**src/rtl/wrport_pkg.sv**
```systemverilog
// Shared write-port definitions. The downstream memory block uses the same
// defaults and request record.
package wrport_pkg;

  localparam int WR_AW = 4;
  localparam int WR_DW = 4;

  typedef struct packed {
    logic [WR_AW-1:0] addr;
    logic [WR_DW-1:0] data;
  } req_t;

  typedef enum logic [1:0] {
    POP_NONE = 2'd0,
    POP_ONE  = 2'd1,
    POP_TWO  = 2'd2
  } pop_e;

  // Drain amount for one edge: min(count, 2), or nothing while held.
  function automatic pop_e pop_amount(input logic hold, input int cnt);
    if (hold || cnt == 0) return POP_NONE;
    if (cnt == 1)         return POP_ONE;
    return POP_TWO;
  endfunction

endpackage

```
**src/rtl/wr_issue_queue_if.sv**
```systemverilog
// Request handshake plus the two registered memory write ports of the issue queue.
// in_valid/in_ready: a request transfers on a rising edge where both are high;
// in_ready depends only on registered state, and in_valid while in_ready is low is ignored.
interface wr_issue_queue_if import wrport_pkg::*; #(
  parameter int DEPTH = 8,
  parameter int AW    = WR_AW,
  parameter int DW    = WR_DW
) ();

  localparam int CW = $clog2(DEPTH) + 1;

  logic          in_valid;
  logic          in_ready;
  logic [AW-1:0] in_addr;
  logic [DW-1:0] in_data;
  logic          hold;

  logic          we1;
  logic          we2;
  logic [AW-1:0] wa1;
  logic [AW-1:0] wa2;
  logic [DW-1:0] wd1;
  logic [DW-1:0] wd2;
  logic [CW-1:0] count;

  modport master (
    output in_valid, in_addr, in_data, hold,
    input  in_ready, we1, we2, wa1, wa2, wd1, wd2, count
  );

  modport slave (
    input  in_valid, in_addr, in_data, hold,
    output in_ready, we1, we2, wa1, wa2, wd1, wd2, count
  );

endinterface

```
**src/rtl/wrq_ring.sv**
```systemverilog
// Circular entry store with one push port and two read taps at rd_ptr and rd_ptr+1.
// The caller guarantees push only when not full and pop never exceeds count.
module wrq_ring import wrport_pkg::*; #(
  parameter int  DEPTH = 8,
  parameter type T     = req_t
) (
  input  logic                   clk,
  input  logic                   rst_n,
  input  logic                   i_push,
  input  T                       i_data,
  input  pop_e                   i_pop,
  output T                       o_tap0,
  output T                       o_tap1,
  output logic [$clog2(DEPTH):0] o_count
);

  localparam int PW = $clog2(DEPTH);
  localparam int CW = PW + 1;

  T              r_mem [DEPTH];
  logic [PW-1:0] r_rd_ptr;
  logic [PW-1:0] r_wr_ptr;
  logic [CW-1:0] r_count;
  logic [PW-1:0] w_rd_ptr_p1;

  // DEPTH is a power of two, so plain pointer overflow is the modulo wrap.
  assign w_rd_ptr_p1 = r_rd_ptr + PW'(1);
  assign o_tap0      = r_mem[r_rd_ptr];
  assign o_tap1      = r_mem[w_rd_ptr_p1];
  assign o_count     = r_count;

  always_ff @(posedge clk) begin
    if (i_push) r_mem[r_wr_ptr] <= i_data;
  end

  always_ff @(posedge clk or negedge rst_n) begin
    if (!rst_n) begin
      r_rd_ptr <= '0;
      r_wr_ptr <= '0;
      r_count  <= '0;
    end else begin
      r_wr_ptr <= r_wr_ptr + PW'(i_push);
      r_rd_ptr <= r_rd_ptr + PW'(i_pop);
      r_count  <= r_count + CW'(i_push) - CW'(i_pop);
    end
  end

endmodule

```
**src/rtl/wr_issue_queue.sv**
```systemverilog
// FIFO of write requests draining up to two per cycle onto two registered
// memory write ports; port 1 carries the older entry, port 2 the newer.
module wr_issue_queue import wrport_pkg::*; #(
  parameter int DEPTH = 8,
  parameter int AW    = WR_AW,
  parameter int DW    = WR_DW
) (
  input  logic               clk,
  input  logic               rst_n,
  wr_issue_queue_if.slave    bus
);

  localparam int CW = $clog2(DEPTH) + 1;

  typedef struct packed {
    logic [AW-1:0] addr;
    logic [DW-1:0] data;
  } entry_t;

  logic [CW-1:0] w_count;
  logic          w_push;
  pop_e          w_pop;
  entry_t        w_in;
  entry_t        w_tap0;
  entry_t        w_tap1;

  logic          r_we1;
  logic          r_we2;
  logic [AW-1:0] r_wa1;
  logic [AW-1:0] r_wa2;
  logic [DW-1:0] r_wd1;
  logic [DW-1:0] r_wd2;

  // Pop is sized from the pre-edge count, so an entry never drains in its push cycle.
  assign bus.in_ready = (w_count != CW'(DEPTH));
  assign w_push       = bus.in_valid && bus.in_ready;
  assign w_pop        = pop_amount(bus.hold, int'(w_count));
  assign w_in         = '{addr: bus.in_addr, data: bus.in_data};

  wrq_ring #(
    .DEPTH (DEPTH),
    .T     (entry_t)
  ) u_ring (
    .clk     (clk),
    .rst_n   (rst_n),
    .i_push  (w_push),
    .i_data  (w_in),
    .i_pop   (w_pop),
    .o_tap0  (w_tap0),
    .o_tap1  (w_tap1),
    .o_count (w_count)
  );

  // Equal addresses in one pair issue unchanged; downstream port-2-wins keeps order.
  always_ff @(posedge clk or negedge rst_n) begin
    if (!rst_n) begin
      r_we1 <= 1'b0;
      r_we2 <= 1'b0;
      r_wa1 <= '0;
      r_wa2 <= '0;
      r_wd1 <= '0;
      r_wd2 <= '0;
    end else begin
      r_we1 <= (w_pop != POP_NONE);
      r_we2 <= (w_pop == POP_TWO);
      if (w_pop != POP_NONE) begin
        r_wa1 <= w_tap0.addr;
        r_wd1 <= w_tap0.data;
      end
      if (w_pop == POP_TWO) begin
        r_wa2 <= w_tap1.addr;
        r_wd2 <= w_tap1.data;
      end
    end
  end

  assign bus.we1   = r_we1;
  assign bus.we2   = r_we2;
  assign bus.wa1   = r_wa1;
  assign bus.wa2   = r_wa2;
  assign bus.wd1   = r_wd1;
  assign bus.wd2   = r_wd2;
  assign bus.count = w_count;

endmodule

```
**src/flat_wrapper.sv**
```systemverilog
// flat-port wrapper written by rule: the top's interface ports become plain ports
module wr_issue_queue_flat import wrport_pkg::*;
#(
  parameter int DEPTH = 8,
  parameter int AW    = WR_AW,
  parameter int DW    = WR_DW
)
  (clk, rst_n, bus_in_valid, bus_in_addr, bus_in_data, bus_hold, bus_in_ready, bus_we1, bus_we2, bus_wa1, bus_wa2, bus_wd1, bus_wd2, bus_count);
  wr_issue_queue_if #(.DEPTH(DEPTH), .AW(AW), .DW(DW)) bus_i ();
  input  logic clk;
  input  logic rst_n;
  input wire logic [$bits(bus_i.in_valid)-1:0] bus_in_valid;
  input wire logic [$bits(bus_i.in_addr)-1:0] bus_in_addr;
  input wire logic [$bits(bus_i.in_data)-1:0] bus_in_data;
  input wire logic [$bits(bus_i.hold)-1:0] bus_hold;
  output wire logic [$bits(bus_i.in_ready)-1:0] bus_in_ready;
  output wire logic [$bits(bus_i.we1)-1:0] bus_we1;
  output wire logic [$bits(bus_i.we2)-1:0] bus_we2;
  output wire logic [$bits(bus_i.wa1)-1:0] bus_wa1;
  output wire logic [$bits(bus_i.wa2)-1:0] bus_wa2;
  output wire logic [$bits(bus_i.wd1)-1:0] bus_wd1;
  output wire logic [$bits(bus_i.wd2)-1:0] bus_wd2;
  output wire logic [$bits(bus_i.count)-1:0] bus_count;
  assign bus_i.in_valid = bus_in_valid;
  assign bus_i.in_addr = bus_in_addr;
  assign bus_i.in_data = bus_in_data;
  assign bus_i.hold = bus_hold;
  assign bus_in_ready = bus_i.in_ready;
  assign bus_we1 = bus_i.we1;
  assign bus_we2 = bus_i.we2;
  assign bus_wa1 = bus_i.wa1;
  assign bus_wa2 = bus_i.wa2;
  assign bus_wd1 = bus_i.wd1;
  assign bus_wd2 = bus_i.wd2;
  assign bus_count = bus_i.count;
  wr_issue_queue #(.DEPTH(DEPTH), .AW(AW), .DW(DW)) u_core (.clk(clk), .rst_n(rst_n), .bus(bus_i));
endmodule
```
**config.mk**
```make
export PLATFORM = sky130hd
export DESIGN_NAME = wr_issue_queue_flat
export DESIGN_NICKNAME = d
export VERILOG_FILES = /design/src/rtl/wrport_pkg.sv /design/src/rtl/wr_issue_queue_if.sv /design/src/rtl/wrq_ring.sv /design/src/rtl/wr_issue_queue.sv /design/src/flat_wrapper.sv
export SDC_FILE = /design/constraint.sdc
export NUM_CORES = 1
export LEC_CHECK = 0
export CAP_MARGIN = 20
export CORE_ASPECT_RATIO = 0.75
export CORE_MARGIN = 2
export CORE_UTILIZATION = 35
export CTS_CLUSTER_DIAMETER = 40
export DETAILED_ROUTE_END_ITERATION = 16
export PLACE_DENSITY = 0.64
export SYNTH_ARGS = -nofsm -noshare
export SYNTH_HDL_FRONTEND = slang
export SYNTH_HIERARCHICAL = 1
export SYNTH_SLANG_ARGS = --single-unit
```
**constraint.sdc**
```tcl
create_clock -name clk -period 5.56 [get_ports clk]
set_input_delay 0.834 -clock clk [delete_from_list [all_inputs] [get_ports clk]]
set_output_delay 0.834 -clock clk [all_outputs]
set_load 0.005 [all_outputs]
```
==> impl_metrics.py <==
metrics = {
    "yosys": {
        "synth_top_flop_cell": "edfxtp_1",
        "synth_fp_nets": 238,
        "yosysUniqueCellTypes": 30,
        "synth_seq_area_share": 0.605,
        "ys_warn_count": 6,
        "ys_seq_elements": 92,
        "avgSynthCellArea_um2": 20.2,
        "synth-edff-count": 64,
        "netlist_area_um2": 4330,
        "syn_inst": 215,
        "async_flop_share": 0.304,
    },
    "global_route": {
        "grt_max_degree": 29,
        "antenna_found_initial": 0,
        "grt-ovfl-total": 0,
        "grt_use_total": 0.128,
        "grt_pass1_wl_um": 12400,
        "grt_pass1_vias": 2110,
    },
    "die": {
        "placement_rows": 35,
        "die_x_um": 132,
        "dieArea_um2": 13300,
        "die_h_um": 100,
        "num_io_pins": 35,
        "start_util": 0.356,
        "core_area_um2": 12200,
    },
    "status": {
        "status": "finished, final reports clean",
    },
    "clocking": {
        "clkTransAtPathRegs_ps": 60,
        "hold_buffers": 0,
        "cts.root.buffer_cell": "clkbuf_16",
        "post_cts_buffers": 0,
        "cts-resized-gates": 0,
        "cts.htree.levels": 3,
        "cts_tree": "done",
        "cts.path.max_buffers": 2,
        "cts_buffers": 9,
        "cts.sinks": 92,
        "clk_latency_ps": 330,
    },
    "setup_path": {
        "cp_common_cell": "mux2_2",
        "endpoint_kind": "flop",
        "path_class": "reg2reg",
        "path_cells": "ha_1, xor2_2, mux4_2, mux2_2, mux2_2",
        "cpMaxStageDelayCell": "dfrtp_1",
        "required_ps": 5780,
        "critPathLaunchType": "flop",
        "crit_arrival_ps": 3330,
        "critPathMaxStageDelay_ps": 960,
        "cp_max_fo": 18,
    },
    "route": {
        "viasPerCell": 4.94,
        "firstDrtPassIters": 5,
        "avgRoutedWirePerCell_um": 18.8,
        "remaining_drc_errors": 0,
        "wl_um": 7960,
        "drt-initial-drc-count": 146,
        "antenna_left": 0,
        "via_count": 2095,
    },
    "placed_design": {
        "dp_slack_ps": 2400,
        "hpwl_um": 5190,
        "numPortBuffers": 34,
        "routabilityCongestion": 0.694,
    },
    "sta": {
        "hold_viol_final": 0,
        "setup-violations-final": 0,
        "max-slew-margin-rel": 0.261,
        "hold_slack_ps": 496,
        "max_freq_mhz": 322,
        "finClkSkew_ps": 5.98,
        "setup_ws_ps": 2450,
        "period_share": 0.559,
        "tns_ps": 0,
        "tightest_slew_ps": 1100,
        "drv_slew": 0,
        "rsz0062_at_grt": "no",
        "fin_crit_ps": 3110,
    },
    "layout": {
        "diodes": 0,
        "areaGrowthSynthToFinish_pct": 17.5,
        "fin_util": 0.418,
        "drive_above_1_share": 0.213,
        "final_nets": 276,
    },
    "pwr": {
        "power_per_cell_area_nw_per_um2": 556,
        "p_leak_nw": 1.87,
        "peakVddDrop_uv": 203,
    },
    "job": {
        "maxCapViolations": 0,
    },
    "min_path": {
        "hp-class": "reg2reg",
    },
}
-- layout by cell type, fill, tap and decap left out, types with 2 or more instances in the layout --
cell type,n
buf_4,2
clkbuf_1,2
clkbuf_16,9
clkdlybuf4s50_1,34
dfrtp_1,28
edfxtp_1,64
fa_1,2
ha_1,9
inv_1,12
mux2_2,24
mux2_4,8
mux4_1,29
mux4_2,3
nand2_1,2
nand2b_1,3
nor2_1,6
xnor2_1,4
-- metal layers --
metal	share of wire	track usage	up-vias	wire [um]
met5	0	0	-	0
met4	0.011	0.0397	0	87
met3	0.039	0.0313	7	312
met2	0.48	0.203	42	3820
met1	0.47	0.176	1090	3730
li1	-	-	956	-
-- final cells by class --
cell class | count | area, um2
clock buffer | 11 | 233
clock inverter | 5 | 52.6
fill | 1099 | 7080
inverter | 12 | 45.0
multi-input combinational | 102 | 1580
sequential | 92 | 2620
tap | 166 | 208
timing repair buffer | 36 | 355
-- flip-flops by register name, indices dropped and copies added (netlist names) --
name                    flops
u_core/bus.wa1              4
u_core/bus.wa2              4
u_core/bus.wd1              4
u_core/bus.wd2              4
u_core/bus.we1              1
u_core/bus.we2              1
u_core/u_ring/o_count       4
u_core/u_ring/r_mem        64
u_core/u_ring/r_rd_ptr      3
u_core/u_ring/r_wr_ptr      3
-- worst paths after layout --
kind	startpoint	to	slack [ps]	cells past startpoint
max	u_core/u_ring/r_rd_ptr[1]	u_core/bus.wd2[2]	2450	5
min	u_core/u_ring/r_wr_ptr[2]	u_core/u_ring/r_wr_ptr[2]	500	1
max reg2reg	u_core/u_ring/r_rd_ptr[1]	u_core/bus.wd2[2]	2450	5
min reg2reg	u_core/u_ring/r_wr_ptr[2]	u_core/u_ring/r_wr_ptr[2]	500	1
max in group asynchronous	rst_n	u_core/bus.wa2[1]	4390	2
min in group asynchronous	rst_n	u_core/u_ring/o_count[2]	890	2
-- cells in the mapped netlist (2+ instances only) --
| library cell | instances | area share |
|---|---|---|
| inv_1 | 12 | 0.010 |
| mux4_2 | 3 | 0.016 |
| nand2_1 | 2 | 0.0017 |
| fa_1 | 2 | 0.0092 |
| xnor2_1 | 4 | 0.0081 |
| mux2_4 | 8 | 0.028 |
| ha_1 | 9 | 0.026 |
| mux2_2 | 24 | 0.062 |
| nor3_1 | 2 | 0.0023 |
| nor2_1 | 6 | 0.0052 |
| mux4_1 | 29 | 0.18 |
| buf_12 | 2 | 0.0092 |
| edfxtp_1 | 64 | 0.44 |
| dfrtp_1 | 28 | 0.16 |
| nand2b_1 | 3 | 0.0043 |
| buf_6 | 3 | 0.0078 |
-- worst max-delay path: cells and delay by family, from the launching register on --
kind / cells / cell delay (ps)
flops: 1 / 960
mux: 3 / 960
fa+ha+maj: 1 / 330
xor+xnor: 1 / 730
-- kinds of logic after synthesis --
kind of cell / after synthesis / synth area share
adder cells (fa/ha/maj): 11 / 0.0352
AO/OA/AOI/OAI: 3 / 0.00664
buffers and inverters: 21 / 0.0323
XOR/XNOR: 6 / 0.0139
multiplexers: 64 / 0.281
flip-flops: 92 / 0.605
AND/OR/NAND/NOR: 18 / 0.0254
-- per-stage QoR --
stage | total power [mW] | cells | cell area (um2)
floorplan | 1.96 | 215 | 4330
global placement | 2.25 | 408 | 4810
detailed placement | 2.29 | 408 | 4810
CTS | 2.87 | 424 | 5090
global route | 3.00 | 424 | 5090
finish | 2.83 | 424 | 5090
-- where the power goes --
group	switching [mW]	internal, mW
clock network	0.232	0.345
registers	0.184	0.919
logic	0.423	0.728
Power figures use the tool's default switching activity.
